[config.mk]
export PLATFORM = sky130hd
export DESIGN_NAME = mem_port_arbiter
export DESIGN_NICKNAME = d
export VERILOG_FILES = /design/src/rtl/mem_port_arbiter_pkg.sv /design/src/rtl/mem_port_arbiter.sv
export SDC_FILE = /design/constraint.sdc
export NUM_CORES = 1
export LEC_CHECK = 0
export ABC_AREA = 1
export CORE_ASPECT_RATIO = 1.2
export CORE_MARGIN = 2
export CORE_UTILIZATION = 50
export DETAILED_ROUTE_END_ITERATION = 10
export DONT_BUFFER_PORTS = 1
export PLACE_DENSITY = 0.7
export SLEW_MARGIN = 40
export SYNTH_ARGS = -nofsm -noshare
export SYNTH_HDL_FRONTEND = slang
export SYNTH_SLANG_ARGS = --single-unit
[constraint.sdc]
create_clock -name clk -period 4.4 [get_ports clk]
set_clock_uncertainty 0.1 [all_clocks]
set_input_delay 1.1 -clock clk [delete_from_list [all_inputs] [get_ports clk]]
set_output_delay 1.1 -clock clk [all_outputs]
set_load 0.02 [all_outputs]
[src/rtl/mem_port_arbiter_pkg.sv]
// Shared CPU definitions for the memory-port arbiter: FSM encoding and the
// default fetch-starvation limit.
package mem_port_arbiter_pkg;

   typedef enum logic [1:0] {
      IDLE   = 2'd0,
      I_BUSY = 2'd1,
      D_BUSY = 2'd2
   } arb_state_t;

   localparam int unsigned STREAK_MAX_DEFAULT = 3;

endpackage

[src/rtl/mem_port_arbiter.sv]
// Single-port memory arbiter between instruction fetch and data load/store.
// Data wins by default; a streak counter forces a fetch grant once data has starved it.
module mem_port_arbiter
   import mem_port_arbiter_pkg::*;
#(
   parameter int unsigned STREAK_MAX = STREAK_MAX_DEFAULT
) (
   input  logic        clk,
   input  logic        reset_n,
   input  logic        if_req,
   input  logic [31:0] if_addr,
   output logic [31:0] if_rdata,
   output logic        if_done,
   input  logic        d_read,
   input  logic        d_write,
   input  logic [31:0] d_addr,
   input  logic [31:0] d_wdata,
   output logic [31:0] d_rdata,
   output logic        d_done,
   output logic        mem_req,
   output logic        mem_we,
   output logic [31:0] mem_addr,
   output logic [31:0] mem_wdata,
   input  logic        mem_ready,
   input  logic [31:0] mem_rdata,
   output logic        stall
);

   localparam int unsigned SW = (STREAK_MAX < 4) ? 2 : $clog2(STREAK_MAX + 1);
   localparam logic [SW-1:0] STREAK_LIMIT = SW'(STREAK_MAX);

   arb_state_t    state;
   arb_state_t    state_next;
   logic [SW-1:0] streak;
   logic          data_req;
   logic          fetch_due;
   logic          grant_d;
   logic          grant_i;
   logic          finish;

   assign data_req  = d_read | d_write;
   assign fetch_due = if_req && (streak == STREAK_LIMIT);
   assign stall     = (if_req & ~if_done) | (data_req & ~d_done);

   always_ff @(posedge clk or negedge reset_n) begin
      if (!reset_n) begin
         state <= IDLE;
      end else begin
         state <= state_next;
      end
   end

   // A done pulse blocks granting, which spaces back-to-back transactions by one idle cycle.
   always_comb begin
      state_next = state;
      grant_d    = 1'b0;
      grant_i    = 1'b0;
      finish     = 1'b0;
      case (state)
         IDLE: begin
            if (!(if_done || d_done)) begin
               if (data_req && !fetch_due) begin
                  grant_d    = 1'b1;
                  state_next = D_BUSY;
               end else if (if_req) begin
                  grant_i    = 1'b1;
                  state_next = I_BUSY;
               end
            end
         end
         I_BUSY, D_BUSY: begin
            if (mem_ready) begin
               finish     = 1'b1;
               state_next = IDLE;
            end
         end
         default: state_next = IDLE;
      endcase
   end

   always_ff @(posedge clk or negedge reset_n) begin
      if (!reset_n) begin
         streak    <= '0;
         mem_req   <= 1'b0;
         mem_we    <= 1'b0;
         mem_addr  <= '0;
         mem_wdata <= '0;
         if_rdata  <= '0;
         d_rdata   <= '0;
         if_done   <= 1'b0;
         d_done    <= 1'b0;
      end else begin
         if_done <= 1'b0;
         d_done  <= 1'b0;
         if (grant_d) begin
            mem_req   <= 1'b1;
            mem_we    <= d_write;
            mem_addr  <= d_addr;
            mem_wdata <= d_wdata;
            if (if_req) begin
               streak <= streak + 1'b1;
            end
         end else if (grant_i) begin
            mem_req  <= 1'b1;
            mem_we   <= 1'b0;
            mem_addr <= if_addr;
            streak   <= '0;
         end
         // mem_we still holds the latched direction, so stores leave d_rdata alone.
         if (finish) begin
            mem_req <= 1'b0;
            mem_we  <= 1'b0;
            if (state == I_BUSY) begin
               if_rdata <= mem_rdata;
               if_done  <= 1'b1;
            end else begin
               d_done <= 1'b1;
               if (!mem_we) begin
                  d_rdata <= mem_rdata;
               end
            end
         end
      end
   end

endmodule

==> results of run 1 <==
-- metrics by stage --
step                      instance area [um^2]  instances  hold WS, ns  power [mW]  utilization
after floorplan                           5830        701        0.342        4.04            -
after global placement                    5830        827        0.359        4.24        0.509
after detailed placement                  5860        828        0.367        4.36        0.511
after CTS                                 6460        860        0.270        5.81        0.564
after global routing                      6460        860        0.266        6.17        0.564
final                                     6460        860        0.290        5.75        0.564
-- synthesized netlist by cell type (all sizes together) --
cell type    n
dfrtp      136
buf         26
ha           3
nand3       37
o22ai        1
inv        107
o21ai       68
nand2      306
nor2         9
nand4        1
clkbuf       6
o21a         1
-- kinds of logic after synthesis --
logic type / after synthesis
AND/OR/NAND/NOR: 353
adder cells (fa/ha/maj): 3
buffers and inverters: 139
AO/OA/AOI/OAI: 70
flip-flops: 136
-- registers in the layout, indices dropped and copies added, names as in the netlist --
register	flops
mem_wdata	32
d_done	1
d_rdata	32
mem_addr	32
state	2
if_rdata	32
if_done	1
streak	2
mem_req	1
mem_we	1
-- per-layer routing --
| layer | part of all wire | wire, um |
|---|---|---|
| met5 | 0 | 0 |
| met4 | 0.024 | 305 |
| met3 | 0.10 | 1350 |
| met2 | 0.49 | 6380 |
| met1 | 0.38 | 4900 |
-- worst paths after layout --
kind / from / endpoint / slack, ns / depth (start not counted)
worst min-delay path: reset_n / mem_addr[10] / 0.29 / 0
max in group asynchronous: reset_n / mem_wdata[29] / 3.73 / 0
worst min register to register: state[1] / state[1] / 0.38 / 2
min in group clk: state[1] / state[1] / 0.38 / 2
worst max register to register: state[0] / mem_addr[23] / 2.26 / 8
worst max-delay path: if_req / stall / 1.63 / 2
-- layout make-up --
| class | count | area (um^2) |
|---|---|---|
| fillers | 1030 | 5000 |
| well taps | 157 | 196 |
| multi-input cells | 426 | 1830 |
| repair buffers | 2 | 22.5 |
| clock buffers | 17 | 425 |
| flip-flops and latches | 136 | 3400 |
| clock inverters | 15 | 183 |
| inverters | 107 | 402 |
-- report_power, final --
part / leakage [nW] / internal [mW] / switching (mW)
Combinational: 1.64 / 0.459 / 0.957
Clock: 0.302 / 0.862 / 0.569
Sequential: 1.70 / 1.81 / 1.09
Total: 3.64 / 3.13 / 2.61
==> summary.md, run 1 <==
| Metric | Value |
|---|---|
| Root buf cell | clkbuf_16 |
| Sink Count | 136 |
| Final setup viols | 0 |
| Final WS setup | roughly 1.6 ns |
| Worst EP arrival | 1.57 ns |
| Sequential share of the synthesized area | 0.583 |
| # rows | 43 |
| M1 GR Usage | 0.221 |
| Resize count post-CTS | 0 |
| Peak supply drop | 0.000368 V |
| Synth Cell Area | 0.00583 mm^2 |
| Reg clk slew, reported paths | 0.06 ns |
| Most common cell after layout, fill and taps aside | nand2_1 |
| Status | finished, final reports clean |
| Leakage | approximately 3.6 nW |
| Initial Utilization | 0.509 |
| Via/cell ratio | 5.09 |
| Drt drc | 0 |
| P per Cell Area | 889 mW/mm^2 |
| Period minus WS final | 2.77 ns |
| Worst-case clock buffer depth | 2 |
| Mapped Cells | 701 |
| Type of the worst min-delay path | in2async |
| Die area | 0.0126 mm^2 |
| Period utilisation layout | 0.630 |
| Top cell type's share of synthesized area | 0.583 |
| Post-synthesis xor/xnor area fraction | 0 |
| Top Family by Delay on Critical Path | compound AO/OA/AOI/OAI gates |
| DP HPWL | 9.00 mm |
| Max Fanout on Critical Path | 5 |
| TritonCTS Buffers | 17 |
| Mux cell area share after synthesis | 0 |
| Mean Syn Cell Area | 8.32 um^2 |
| Slew Viols, Final | 0 |
| Die W | 103 um |
| Netlist cell types | 22 |
| Ranking of synthesized cells by area | dfrtp_1, nand2_1, inv_1, o21ai_0, nand3_1 |
| Largest net degree at the start of global routing | 137 |
| Vias in the first global route | 4085 |
| Initial antenna violation count | 0 |
| Total global-route track usage | 0.202 |
| Port bufs | 0 |
| ANT cells | 0 |
| Layout cell share with drive strength beyond 1 | 0.0683 |
| Worst-margin pin slew | 0.660 ns |
| Total gr overflow | 0 |
| CP Capture Type | primary output |
| Synthesis-stage register bit count | 136 |
| Fin Setup TNS | 0 ns |
| Largest family of logic cells by synthesized area | simple AND/OR/NAND/NOR gates |
| Slowest-stage cell, CP | o22ai_1 |
| CP Launch Type | primary input |
| RSZ-0062 raised after global routing | false |
| Routed WL per cell | 15.0 um |
| Syn. warnings | 0 |
| IO Pins | 267 |
| Vias | approximately 4400 |
| First-pass GRT wire length | approximately 19 mm |
| Worst EP required | roughly 3.2 ns |
| Yosys top cell by area | dfrtp_1 |
| Simple-gate share of the synthesized area | 0.242 |
| FMAX | 361 MHz |
| # nets final | 827 |
| Synth Area in Compound Gates | 0.0626 |
| Die Y | between 100 and 150 um |
| H-tree depth | 4 |
| Drt pass-1 iters | 4 |
| CTS tree | built |
| Worst stage delay on the critical path | 0.40 ns |
| Adder-cell share of the synthesized area | 0.00643 |
| Detailed Route Iter0 Violations | 213 |
| Gr busiest metal | met2 |
| Number of max-cap violations | 0 |
| Core region area | 0.0115 mm^2 |
| Routability Congestion | 0.931 |
| ANT nets after route | 0 |
| Net count of the mapped netlist | 838 |
| Final hold vios | 0 |
| Met3 usage | 0.0774 |
| Area delta synth->final | 10.8% |
| Commonest cells after routing, fill and taps aside | nand2_1, dfrtp_1, inv_1 |
| CP Cell Sequence | inv_1, o22ai_1 |
| Met2 Use GR | 0.342 |
| Post-CTS Setup Bufs | 0 |
| Clk Latency, worst-skew pair | approximately 0.4 ns |
| Setup WS pre-CTS | 1.63 ns |
| Max_slew headroom | 0.560 |
| Cts hold-fix bufs | 0 |
| Worst path buffer plus inverter count | 1 |
| WL final | 12.9 mm |
| Setup CP Type | in2out |
(Power assumes the default switching activity.)
==> run 2: changes to the inputs <==
==> constraint.sdc (replaced) <==
create_clock -name clk -period 2.8 [get_ports clk]
set_clock_uncertainty 0.1 [all_clocks]
set_input_delay 0.7 -clock clk [delete_from_list [all_inputs] [get_ports clk]]
set_output_delay 0.7 -clock clk [all_outputs]
set_load 0.02 [all_outputs]
==> run 2 against run 1 <==
Against the previous run:
- the flow now finishes with violations (negative hold slack)
- combinational power increased by 56%
- power increased by 56%
- hold slack got worse by 0.40 ns
- setup slack got worse by 1.0 ns
- non-clock buffer count increased by 1
- first-iteration DRC count decreased by 4.7%
- core utilization decreased by 0.065 points
- critical path type is now reg2out
- global-route usage decreased by 0.099 points
- register-to-register slack got worse by 1.6 ns
- sequential power increased by 57%
- critical path depth decreased by 1
- die area unchanged
==> summary.md, run 2 (synthesized netlist as in run 1, its figures left out) <==
| Metric | Value |
|---|---|
| Total power | between 8 and 9 mW |
| Core region area | 0.0115 mm^2 |
| CP Launch Type | register |
| Logic gate share of total power | 0.248 |
| Sink Count | 136 |
| ANT nets after route | 0 |
| Reg clk slew, reported paths | roughly 0.060 ns |
| Top Family by Delay on Critical Path | compound AO/OA/AOI/OAI gates |
| CP Cell Sequence | o22ai_1 |
| Port bufs | 0 |
| Routed WL per cell | 15.2 um |
| Multi-input gate area | 0.00182 mm^2 |
| Number of max-cap violations | 0 |
| Worst EP required | ~2.0 ns |
| FF+latch area | 0.00340 mm^2 |
| Die Y | 122 um |
| Vias in the first global route | 4286 |
| Vias | 4348 |
| Most common cell after layout, fill and taps aside | nand2_1 |
| Total global-route track usage | 0.201 |
| Initial Utilization | 0.509 |
| WL final | 13.1 mm |
| Worst-case clock buffer depth | 2 |
| ANT cells | 0 |
| Final core utilization | 0.563 |
| Final setup viols | 0 |
| Commonest cells after routing, fill and taps aside | nand2_1, dfrtp_1, inv_1 |
| IO Pins | between 200 and 300 |
| Layout cell share with drive strength beyond 1 | 0.0696 |
| Clk Latency, worst-skew pair | 0.40 ns |
| P per Cell Area | 1390 mW/mm^2 |
| Post-CTS Setup Bufs | 0 |
| Status | finished with violations |
| Seq pwr share | 0.509 |
| Routability Congestion | 0.827 |
| Die area | 0.0126 mm^2 |
| DP HPWL | 9.06 mm |
| TritonCTS Buffers | 17 |
| Final hold vios | 136 |
| Detailed Route Iter0 Violations | 203 |
| Root buf cell | clkbuf_16 |
| First-pass GRT wire length | 19.6 mm |
| Slew Viols, Final | 0 |
| Leakage | 3.62 nW |
| Peak supply drop | about 0.00064 V |
| Via/cell ratio | 5.05 |
| Worst hold slack | -0.113 ns |
| Sw Pwr | 4.08 mW |
| Initial antenna violation count | 0 |
| Type of the worst min-delay path | in2async |
| Failing checks | negative hold slack |
| Worst-margin pin slew | 0.667 ns |
| H-tree depth | 4 |
| # rows | 43 |
| Largest net degree at the start of global routing | 137 |
| Sw frac | 0.456 |
| FMAX | 453 MHz |
| Drt drc | 0 |
| CP Capture Type | primary output |
| Filler instances | approximately 980 |
| Worst EP arrival | 1.41 ns |
| Period minus WS final | 2.21 ns |
| # nets final | roughly 830 |
| Total gr overflow | 0 |
| Placed cell area | 0.00587 mm^2 |
| Drt pass-1 iters | 4 |
| Period utilisation layout | 0.788 |
| Max Fanout on Critical Path | 4 |
| Worst stage delay on the critical path | roughly 0.51 ns |
| Worst path buffer plus inverter count | 0 |
| RSZ-0062 raised after global routing | false |
| Finished Cell Area | roughly 0.0065 mm^2 |
| Fin Setup TNS | 0 ns |
| Clock power share | 0.243 |
| CTS tree | built |
| Die W | between 100 and 150 um |
| Internal power | 4.87 mW |
| Setup CP Type | reg2out |
| Area delta synth->final | 10.7% |
| Max_slew headroom | 0.555 |
| Slowest-stage cell, CP | o22ai_1 |
-- run 2: metal layers --
layer,global-route usage,vias up,share of wire
li1,-,2084,-
met1,0.212,2001,0.37
met2,0.341,228,0.48
met3,0.0763,35,0.11
met4,0.114,0,0.036
met5,0,-,0
-- run 2: timing repair --
item	CTS	global route
hold endpoints to repair	136	136
endpoints found under the setup margin	0	0
resized for setup	0	0
-- run 2: final timing paths --
kind | end | start | slack (ns) | cells after the start
max | stall | if_done | 0.59 | 1
min | mem_addr[2] | reset_n | -0.11 | 0
max reg2reg | mem_addr[18] | state[1] | 0.69 | 8
min reg2reg | state[1] | state[1] | 0.39 | 2
max in group asynchronous | mem_addr[27] | reset_n | 2.45 | 0
min in group clk | mem_wdata[25] | d_wdata[25] | 0.32 | 2
-- run 2: final cells by class --
cell class,count,share of cell area
inverter,107,0.0622
multi-input combinational,426,0.282
tap,157,0.0304
sequential,136,0.527
timing repair buffer,3,0.00736
clock buffer,19,0.0702
clock inverter,13,0.0205
-- run 2: power by group through the flow --
stage | sequential, mW | combinational (mW) | clock [mW]
2_1_floorplan | 4.35 | 2.00 | 0
3_3_place_gp | 4.58 | 2.11 | 0
3_5_place_dp | 4.59 | 2.25 | 0
4_1_cts | 4.57 | 2.25 | 2.22
5_1_grt | 4.67 | 2.59 | 2.31
6_report | 4.56 | 2.22 | 2.18
-- run 2: per-stage QoR --
stage,setup WS [ns],cells,hold slack [ns]
final,0.593,861,-0.113
after global routing,0.486,861,-0.135
after CTS,0.565,861,-0.131
after detailed placement,0.656,829,0.307
after global placement,0.696,829,0.307
after floorplan,0.870,701,0.304
